$ cat src/rtl/interval_timer_ctrl.sv
// rtl/interval_timer_ctrl.sv - programmable interval timer: prescaled up-counter sequenced by a start/pause/clear FSM
//
// Ports:
//   clk      system clock, rising edge
//   rst      asynchronous active-high reset
//   start    1-cycle pulse: begin from IDLE/DONE, resume from PAUSE
//   pause    1-cycle pulse: freeze count and prescaler while running
//   clear    1-cycle pulse: abort to IDLE with count and prescaler zeroed
//   limit    terminal count, latched only when a start launches from IDLE/DONE
//   count    current main count
//   state    IDLE=00 RUN=01 PAUSE=10 DONE=11
//   running  high while in RUN
//   tick     pulses the cycle after each count increment
//   done     pulses on the first cycle in DONE
module interval_timer_ctrl #(
    parameter int N          = 8,
    parameter int PRESCALE_W = 4
) (
    input  logic         clk,
    input  logic         rst,
    input  logic         start,
    input  logic         pause,
    input  logic         clear,
    input  logic [N-1:0] limit,
    output logic [N-1:0] count,
    output logic [1:0]   state,
    output logic         running,
    output logic         tick,
    output logic         done
);

    typedef enum logic [1:0] {
        S_IDLE  = 2'b00,
        S_RUN   = 2'b01,
        S_PAUSE = 2'b10,
        S_DONE  = 2'b11
    } state_t;

    state_t                state_q, state_d;
    logic [N-1:0]          count_q, count_d;
    logic [N-1:0]          limit_q, limit_d;
    logic [PRESCALE_W-1:0] pre_q, pre_d;
    logic                  tick_d, done_d;
    logic [N-1:0]          count_inc;

    assign count_inc = count_q + 1'b1;

    always_ff @(posedge clk or posedge rst) begin
        if (rst) begin
            state_q <= S_IDLE;
            count_q <= '0;
            limit_q <= '0;
            pre_q   <= '0;
            tick    <= 1'b0;
            done    <= 1'b0;
            running <= 1'b0;
        end else begin
            state_q <= state_d;
            count_q <= count_d;
            limit_q <= limit_d;
            pre_q   <= pre_d;
            tick    <= tick_d;
            done    <= done_d;
            // Registered from the next state so running stays aligned with state.
            running <= (state_d == S_RUN);
        end
    end

    always_comb begin
        state_d = state_q;
        count_d = count_q;
        limit_d = limit_q;
        pre_d   = pre_q;
        tick_d  = 1'b0;
        done_d  = 1'b0;

        if (clear) begin
            state_d = S_IDLE;
            count_d = '0;
            pre_d   = '0;
        end else begin
            case (state_q)
                S_IDLE, S_DONE: begin
                    if (start) begin
                        count_d = '0;
                        pre_d   = '0;
                        if (limit == '0) begin
                            // Zero-length interval finishes immediately.
                            state_d = S_DONE;
                            done_d  = 1'b1;
                        end else begin
                            limit_d = limit;
                            state_d = S_RUN;
                        end
                    end
                end
                S_RUN: begin
                    // A start in RUN is ignored but still outranks pause, so
                    // start+pause together leaves the timer counting.
                    if (pause && !start) begin
                        // Holding the prescaler here also swallows a step that
                        // would have landed on this edge.
                        state_d = S_PAUSE;
                    end else begin
                        pre_d = pre_q + 1'b1;
                        if (pre_q == {PRESCALE_W{1'b1}}) begin
                            count_d = count_inc;
                            tick_d  = 1'b1;
                            if (count_inc == limit_q) begin
                                state_d = S_DONE;
                                done_d  = 1'b1;
                            end
                        end
                    end
                end
                S_PAUSE: begin
                    if (start) state_d = S_RUN;
                end
                default: state_d = S_IDLE;
            endcase
        end
    end

    assign count = count_q;
    assign state = state_q;

endmodule

$ cat config.mk
export PLATFORM = sky130hd
export DESIGN_NAME = interval_timer_ctrl
export DESIGN_NICKNAME = d
export VERILOG_FILES = /design/src/rtl/interval_timer_ctrl.sv
export SDC_FILE = /design/constraint.sdc
export NUM_CORES = 1
export LEC_CHECK = 0
export ABC_AREA = 1
export BUFFER_PORTS_ARGS = -buffer_cell sky130_fd_sc_hd__buf_2
export CAP_MARGIN = 25
export CORE_ASPECT_RATIO = 0.9
export CORE_UTILIZATION = 55
export DETAILED_ROUTE_END_ITERATION = 16
export HOLD_SLACK_MARGIN = 0.06
export PLACE_DENSITY = 0.8
export SLEW_MARGIN = 20
export SYNTH_ARGS = -nofsm -noshare
export SYNTH_HDL_FRONTEND = slang
export SYNTH_SLANG_ARGS = --single-unit
$ cat constraint.sdc
create_clock -name clk -period 1.98 [get_ports clk]
set_input_delay 0.198 -clock clk [delete_from_list [all_inputs] [get_ports clk]]
set_output_delay 0.198 -clock clk [all_outputs]
set_load 0.02 [all_outputs]
==> results of run 1 <==
-- how the worst min path moves through the flow --
stage / start / endpoint / slack, ns / cells after the start
2_1_floorplan: rst / count[0] / 0.23 / 1
3_3_place_gp: rst / limit_q[7] / 0.26 / 3
3_5_place_dp: rst / limit_q[7] / 0.27 / 3
4_1_cts: clear / done / 0.08 / 2
5_1_grt: limit[2] / limit_q[2] / 0.12 / 2
6_report: clear / done / 0.12 / 2
-- per-stage QoR --
step / power, W / hold slack (ns) / cell area, um^2
after floorplan: 0.001118 / 0.2253 / 1485
after global placement: 0.001268 / 0.2627 / 1663
after detailed placement: 0.001298 / 0.2663 / 1663
after CTS: 0.001537 / 0.08262 / 1704
after global routing: 0.001698 / 0.1220 / 1743
final: 0.001576 / 0.1214 / 1743
-- power groups by stage --
stage	sequential (W)	combinational, W	clock [W]
CTS	0.000719	0.000579	0.000239
finish	0.000723	0.000616	0.000237
global placement	0.000722	0.000546	0
floorplan	0.000725	0.000393	0
global route	0.000737	0.000702	0.000259
detailed placement	0.000729	0.000569	0
-- layout make-up --
cell class / count / area [um^2]
Fill cell: 215 / 767.0
Inverter: 35 / 131.4
Timing Repair Buffer: 29 / 157.7
Multi-Input combinational cell: 140 / 762.0
Tap cell: 28 / 35.03
Sequential cell: 25 / 630.6
Clock buffer: 4 / 26.28
-- flip-flops by register name, summed over array words and instances, names as in the netlist --
register and flops:
done 1, tick 1, count 8, limit_q 8, running 1, pre_q 4
state 2
-- repair_timing --
action                                  in CTS  in global routing
buffers inserted                             0                  0
hold buffers                                 1                  0
endpoints found under the hold margin       25                  0
resized for setup                            1                 13
endpoints found under the setup margin       2                 11
-- cell usage in the layout, fill, tap and decap left out --
master         instances
buf_4                  3
dlygate4sd3_1          1
buf_2                 25
dfrtp_2                4
nand2_2                2
nor2_1                11
nand4_1                5
inv_1                 34
o21ai_1                1
xor2_1                 2
nor3_1                 1
nor2_2                 7
o22ai_1                3
nor2_4                 1
mux2_2                 1
a21oi_1                5
ha_2                   1
a21oi_2                2
ha_1                   3
o41ai_1                1
dfrtp_1               21
xnor2_1                1
a211oi_4               1
o21a_1                 1
inv_2                  1
nand3b_1               2
clkbuf_1               1
nor4_1                 1
ha_4                   1
nand3_1               21
clkbuf_4               3
nand2_1               51
o22a_1                 1
a211oi_1               1
o21ai_0               13
-- routing by layer --
layer	vias up	GRT usage	wire length (um)
met3	6	0.02785	169
met1	674	0.3436	1539
met4	0	0.1260	51
met5	-	0	0
li1	713	-	-
met2	42	0.4127	1575
-- kinds of logic (layout without fill, tap and decap cells) --
family,after synthesis,count (layout),share of synthesized area
AO/OA/AOI/OAI,29,29,0.1129
buffers and inverters,36,68,0.09183
AND/OR/NAND/NOR,102,102,0.3066
multiplexers,1,1,0.007582
XOR/XNOR,3,3,0.01769
adder cells (fa/ha/maj),5,5,0.04212
flip-flops,25,25,0.4212
==> results.txt, run 1 <==
Outcome -> finished, final reports clean
Setup crit start -> state[0]
Worst EP required -> 2.18 ns
Pins Over Slew Limit -> 0
Register-to-Register Path Depth -> 10
Number of cells on the critical path -> 10
Commonest cells post-synth -> nand2_1, inv_1, dfrtp_1
Post-synthesis cell area -> 1485 um^2
Root buffer cell -> clkbuf_4
Main synth FF type -> dfrtp_1
Post-Syn Instances -> 201
Reg2reg end -> count[0]
Maximum clock rate -> 541.3 MHz
Global-route wire length before repair -> 5692 um
Num ports -> 26
RSZ-0062 raised after global routing -> true
Synth area leader -> dfrtp_1
Combinational share of power -> 0.391
DRC -> 0
Yosys cell types -> 26
Most common cell in the synthesized netlist -> nand2_1
Final Util -> 0.6944
GRT Resource Usage Total -> 0.2551
Max stage delay cell, worst path -> dfrtp_1
Vias post-DR -> 1435
Grt ovf -> 0
Sequential share of the synthesized area -> 0.4212
Seq pwr share -> 0.459
FFs w/ async S/R, synth -> 1.000
Flops & latches, synth -> 25
Post-route setup slack -> 0.1324 ns
Drt total wl -> 3337 um
Core ar. -> 2510 um^2
Setup TNS Final -> 0 ns
Average size of a mapped cell -> 7.389 um^2
Post-Syn Nets -> 219
Drt via density -> 5.498
Pwr Density -> 904.1 nW/um^2
Crit share post-route -> 0.9331
Largest net degree at the start of global routing -> 26
Final hold viol count -> 0
Max Cap Viol -> 0
Initial Util -> 0.5917
Ranking of synthesized cells by area -> dfrtp_1, nand2_1, inv_1
Sw Ratio -> 0.4060
Ys Warns -> 0
Layout Skew -> 0.003519 ns
VDD IR max -> 0.5886 mV
Hpwl dp -> 2592 um
Full die area -> 2913 um^2
Placed Instances -> 256
Number of DRC violations after detailed-routing iteration 0 -> 65
Crit path to -> count[0]
Lkg Pwr -> 0.9039 nW
Drt pass-1 iters -> 4
Initial antenna violation count -> 0
Startpoint type of the worst setup path -> flop
CTS Buf Count -> 3
IO buf count -> 25
CP Cell Sequence -> inv_1 -> ha_1 -> nand2_1 -> inv_1 -> a211oi_4 -> inv_1 -> nand2_1 -> inv_2 -> nand2_1 -> o21ai_0
Clk buf depth -> 2
Final layout net count -> 252
Kind of cell adding the most delay to the critical path -> flip-flops
CTS clock-pin slew for the worst setup and hold paths -> 0.14 ns
Max_slew headroom -> 0.7856
Cell Count, Final, Fillers Out -> 261
Worst Path Max Fanout -> 6
Crit path DAT -> 2.05 ns
Setup violators final -> 0
CP max stage delay -> 0.43 ns
Min Tclk post-route -> 1.848 ns
Die H -> 51.30 um
Switching pwr -> 0.0006398 W
Vias in the first global route -> 1344
H-tree Lvls -> 1
Int Pwr -> 0.0009359 W
Yosys top cell area share -> 0.4212
Final GP Congestion -> 0.8897
Antenna viol nets, final -> 0
Clk pwr share -> 0.151
Clock latency at the later pin of the worst-skew pair -> 0.32 ns
RR Startpoint -> state[0]
Kind of critical path -> reg2reg
Clock sink total -> 25
CTS tree -> built
Post-synth EDFFs -> 0
Critical Path End Type -> flop
Hold Crit Class -> in2reg
Cell Rows -> 17
Ant. Diodes -> 0
Wire length per cell -> 12.79 um
Worst Tran Pin Value -> 0.3215 ns
Die Wd -> 56.78 um
Layout Area Growth over Synthesis -> 17.35%
Dpl ws -> 0.02790 ns
CP bufs+invs -> 4
Share of post-route cells with drive strength above 1 -> 0.2232
Worst reg2reg setup slack -> 0.13 ns
Note: power is estimated with default switching activity, not from simulation.
==> inputs of run 2 (changes only) <==
--- a/config.mk
+++ b/config.mk
@@ -9,11 +9,10 @@
 export BUFFER_PORTS_ARGS = -buffer_cell sky130_fd_sc_hd__buf_2
 export CAP_MARGIN = 25
 export CORE_ASPECT_RATIO = 0.9
-export CORE_UTILIZATION = 55
+export CORE_UTILIZATION = 50
 export DETAILED_ROUTE_END_ITERATION = 16
 export HOLD_SLACK_MARGIN = 0.06
-export PLACE_DENSITY = 0.8
-export SLEW_MARGIN = 20
+export PLACE_DENSITY = 0.76
 export SYNTH_ARGS = -nofsm -noshare
 export SYNTH_HDL_FRONTEND = slang
 export SYNTH_SLANG_ARGS = --single-unit
==> constraint.sdc (replaced) <==
create_clock -name clk -period 1.6 [get_ports clk]
set_input_delay 0.16 -clock clk [delete_from_list [all_inputs] [get_ports clk]]
set_output_delay 0.16 -clock clk [all_outputs]
set_load 0.02 [all_outputs]
==> results.txt, run 2 (same netlist as run 1, synthesis figures left out) <==
GRT Resource Usage Total -> 0.2791
Clk buf depth -> 2
Startpoint type of the worst setup path -> flop
Outcome -> finished, violations left
Pins Over Slew Limit -> 0
Largest net degree at the start of global routing -> 26
CTS Buf Count -> 3
Drt total wl -> 4727 um
Die H -> 53.71 um
Number of DRC violations after detailed-routing iteration 0 -> 118
Worst Tran Pin Value -> 0.4261 ns
Max stage delay cell, worst path -> dfrtp_2
Kind of critical path -> reg2reg
Global-route wire length before repair -> 6472 um
Ant. Diodes -> 0
CTS tree -> built
Final GP Congestion -> 0.9033
Share of post-route cells with drive strength above 1 -> 0.5130
Maximum clock rate -> 534.8 MHz
Cell Rows -> 18
Initial antenna violation count -> 0
Critical Path End Type -> flop
Hold depth -> 3
Vias post-DR -> 1684
Vias in the first global route -> 1432
Layout Area Growth over Synthesis -> 51.73%
Hold Crit Class -> in2reg
Initial Util -> 0.5318
Final hold viol count -> 0
IO buf count -> 25
Post-route setup slack -> -0.2698 ns
DRC -> 0
CP max stage delay -> 0.44 ns
Wire length per cell -> 15.30 um
Die Wd -> 59.45 um
CP Cell Sequence -> ha_4 -> nand3_1 -> nand2_1 -> nand3_1 -> nand2_1 -> nand2_1 -> nor2_2 -> nand4_1 -> nand2_1 -> nand2_1 -> a21oi_2 -> nor2_1
Worst reg2reg setup slack -> -0.27 ns
Worst EP required -> 1.84 ns
Antenna viol nets, final -> 0
Drt pass-1 iters -> 4
Layout Skew -> 0.01305 ns
Setup violators final -> 14
Num ports -> 26
Crit share post-route -> 1.169
Final layout net count -> 288
Dpl ws -> -0.2154 ns
Crit-path most repeated cell -> nand2_1
H-tree Lvls -> 1
Most common cell after layout, fill and taps aside -> buf_4
Power Total -> 0.002529 W
Root buffer cell -> clkbuf_4
Crit path DAT -> 2.11 ns
Max_slew headroom -> 0.7133
Failing checks -> negative setup slack
RSZ-0062 raised after global routing -> true
Clock latency at the later pin of the worst-skew pair -> 0.33 ns
Full die area -> 3193 um^2
Worst Path Max Fanout -> 5
Min Tclk post-route -> 1.870 ns
Pwr Density -> 1122 nW/um^2
Hpwl dp -> 2662 um
Most frequent cells in the layout -> buf_4, nand2_1, buf_2, inv_1
Max Cap Viol -> 0
CTS clock-pin slew for the worst setup and hold paths -> 0.14 ns
Clock sink total -> 25
Lkg Pwr -> 1.148 nW
Core ar. -> 2793 um^2
Register-to-Register Path Depth -> 12
VDD IR max -> 0.6573 mV
Final hold slack -> 0.09457 ns
Drt via density -> 5.450
Grt ovf -> 0
==> run 2: cell types whose count changed in the layout (fill, tap and decap cells not counted), sizes merged <==
cell / before / now
buf: 28 / 64
==> run 2: repair_timing <==
item,4_1_cts,5_1_grt
endpoints found under the setup margin,14,22
endpoints found under the hold margin,25,0
setup buffers,8,7
gates resized for setup,18,53
cloned,0,1
hold buffers,1,0
pin swaps,14,14
==> run 2: metrics by stage <==
| stage | area, um^2 | utilization | instances | TNS (ns) |
|---|---|---|---|---|
| 6_report | 2253 | 0.8069 | 309 | -1.206 |
| 5_1_grt | 2253 | 0.8069 | 309 | -2.551 |
| 4_1_cts | 2042 | 0.7312 | 302 | -0.1882 |
| 3_5_place_dp | 1889 | 0.6765 | 289 | -1.720 |
| 3_3_place_gp | 1889 | 0.6765 | 289 | -0.8555 |
| 2_1_floorplan | 1539 | - | 201 | -0.004518 |
==> run 2: final timing paths <==
check / from / end
worst max-delay path: count[0] / running
worst min-delay path: limit[5] / limit_q[5]
worst max register to register: count[0] / running
worst min register to register: limit_q[3] / limit_q[3]
max in group asynchronous: rst / count[2]
min in group asynchronous: rst / state[1]
==> run 2: where the power goes <==
part / leakage, nW / internal [W] / total (W) / switching, W
registers: 0.317 / 0.000775 / 0.000885 / 0.000109
logic: 0.817 / 0.000629 / 0.00135 / 0.000723
clock network: 0.0150 / 0.0000977 / 0.000293 / 0.000195
total: 1.15 / 0.00150 / 0.00253 / 0.00103
==> run 2: final cells by class <==
type	instances	area [um^2]
clock buffers	4	26.28
well taps	40	50.05
inverters	35	138.9
fillers	173	539.3
flip-flops and latches	25	634.4
multi-input cells	140	957.2
repair buffers	65	446.7
==> run 2: worst max-delay path, delay by kind of cell (launching register included) <==
| family | cells | cell delay [ns] |
|---|---|---|
| flip-flops | 1 | 0.44 |
| AO/OA/AOI/OAI | 1 | 0.16 |
| AND/OR/NAND/NOR | 10 | 0.99 |
| adder cells (fa/ha/maj) | 1 | 0.20 |
==> run 2: metal layers <==
metal | global-route usage | up-vias | part of all wire
met5 | 0 | - | 0
met4 | 0.09127 | 0 | 0.028
met3 | 0.05769 | 20 | 0.063
met2 | 0.4532 | 85 | 0.50
met1 | 0.3740 | 787 | 0.41
li1 | - | 792 | -
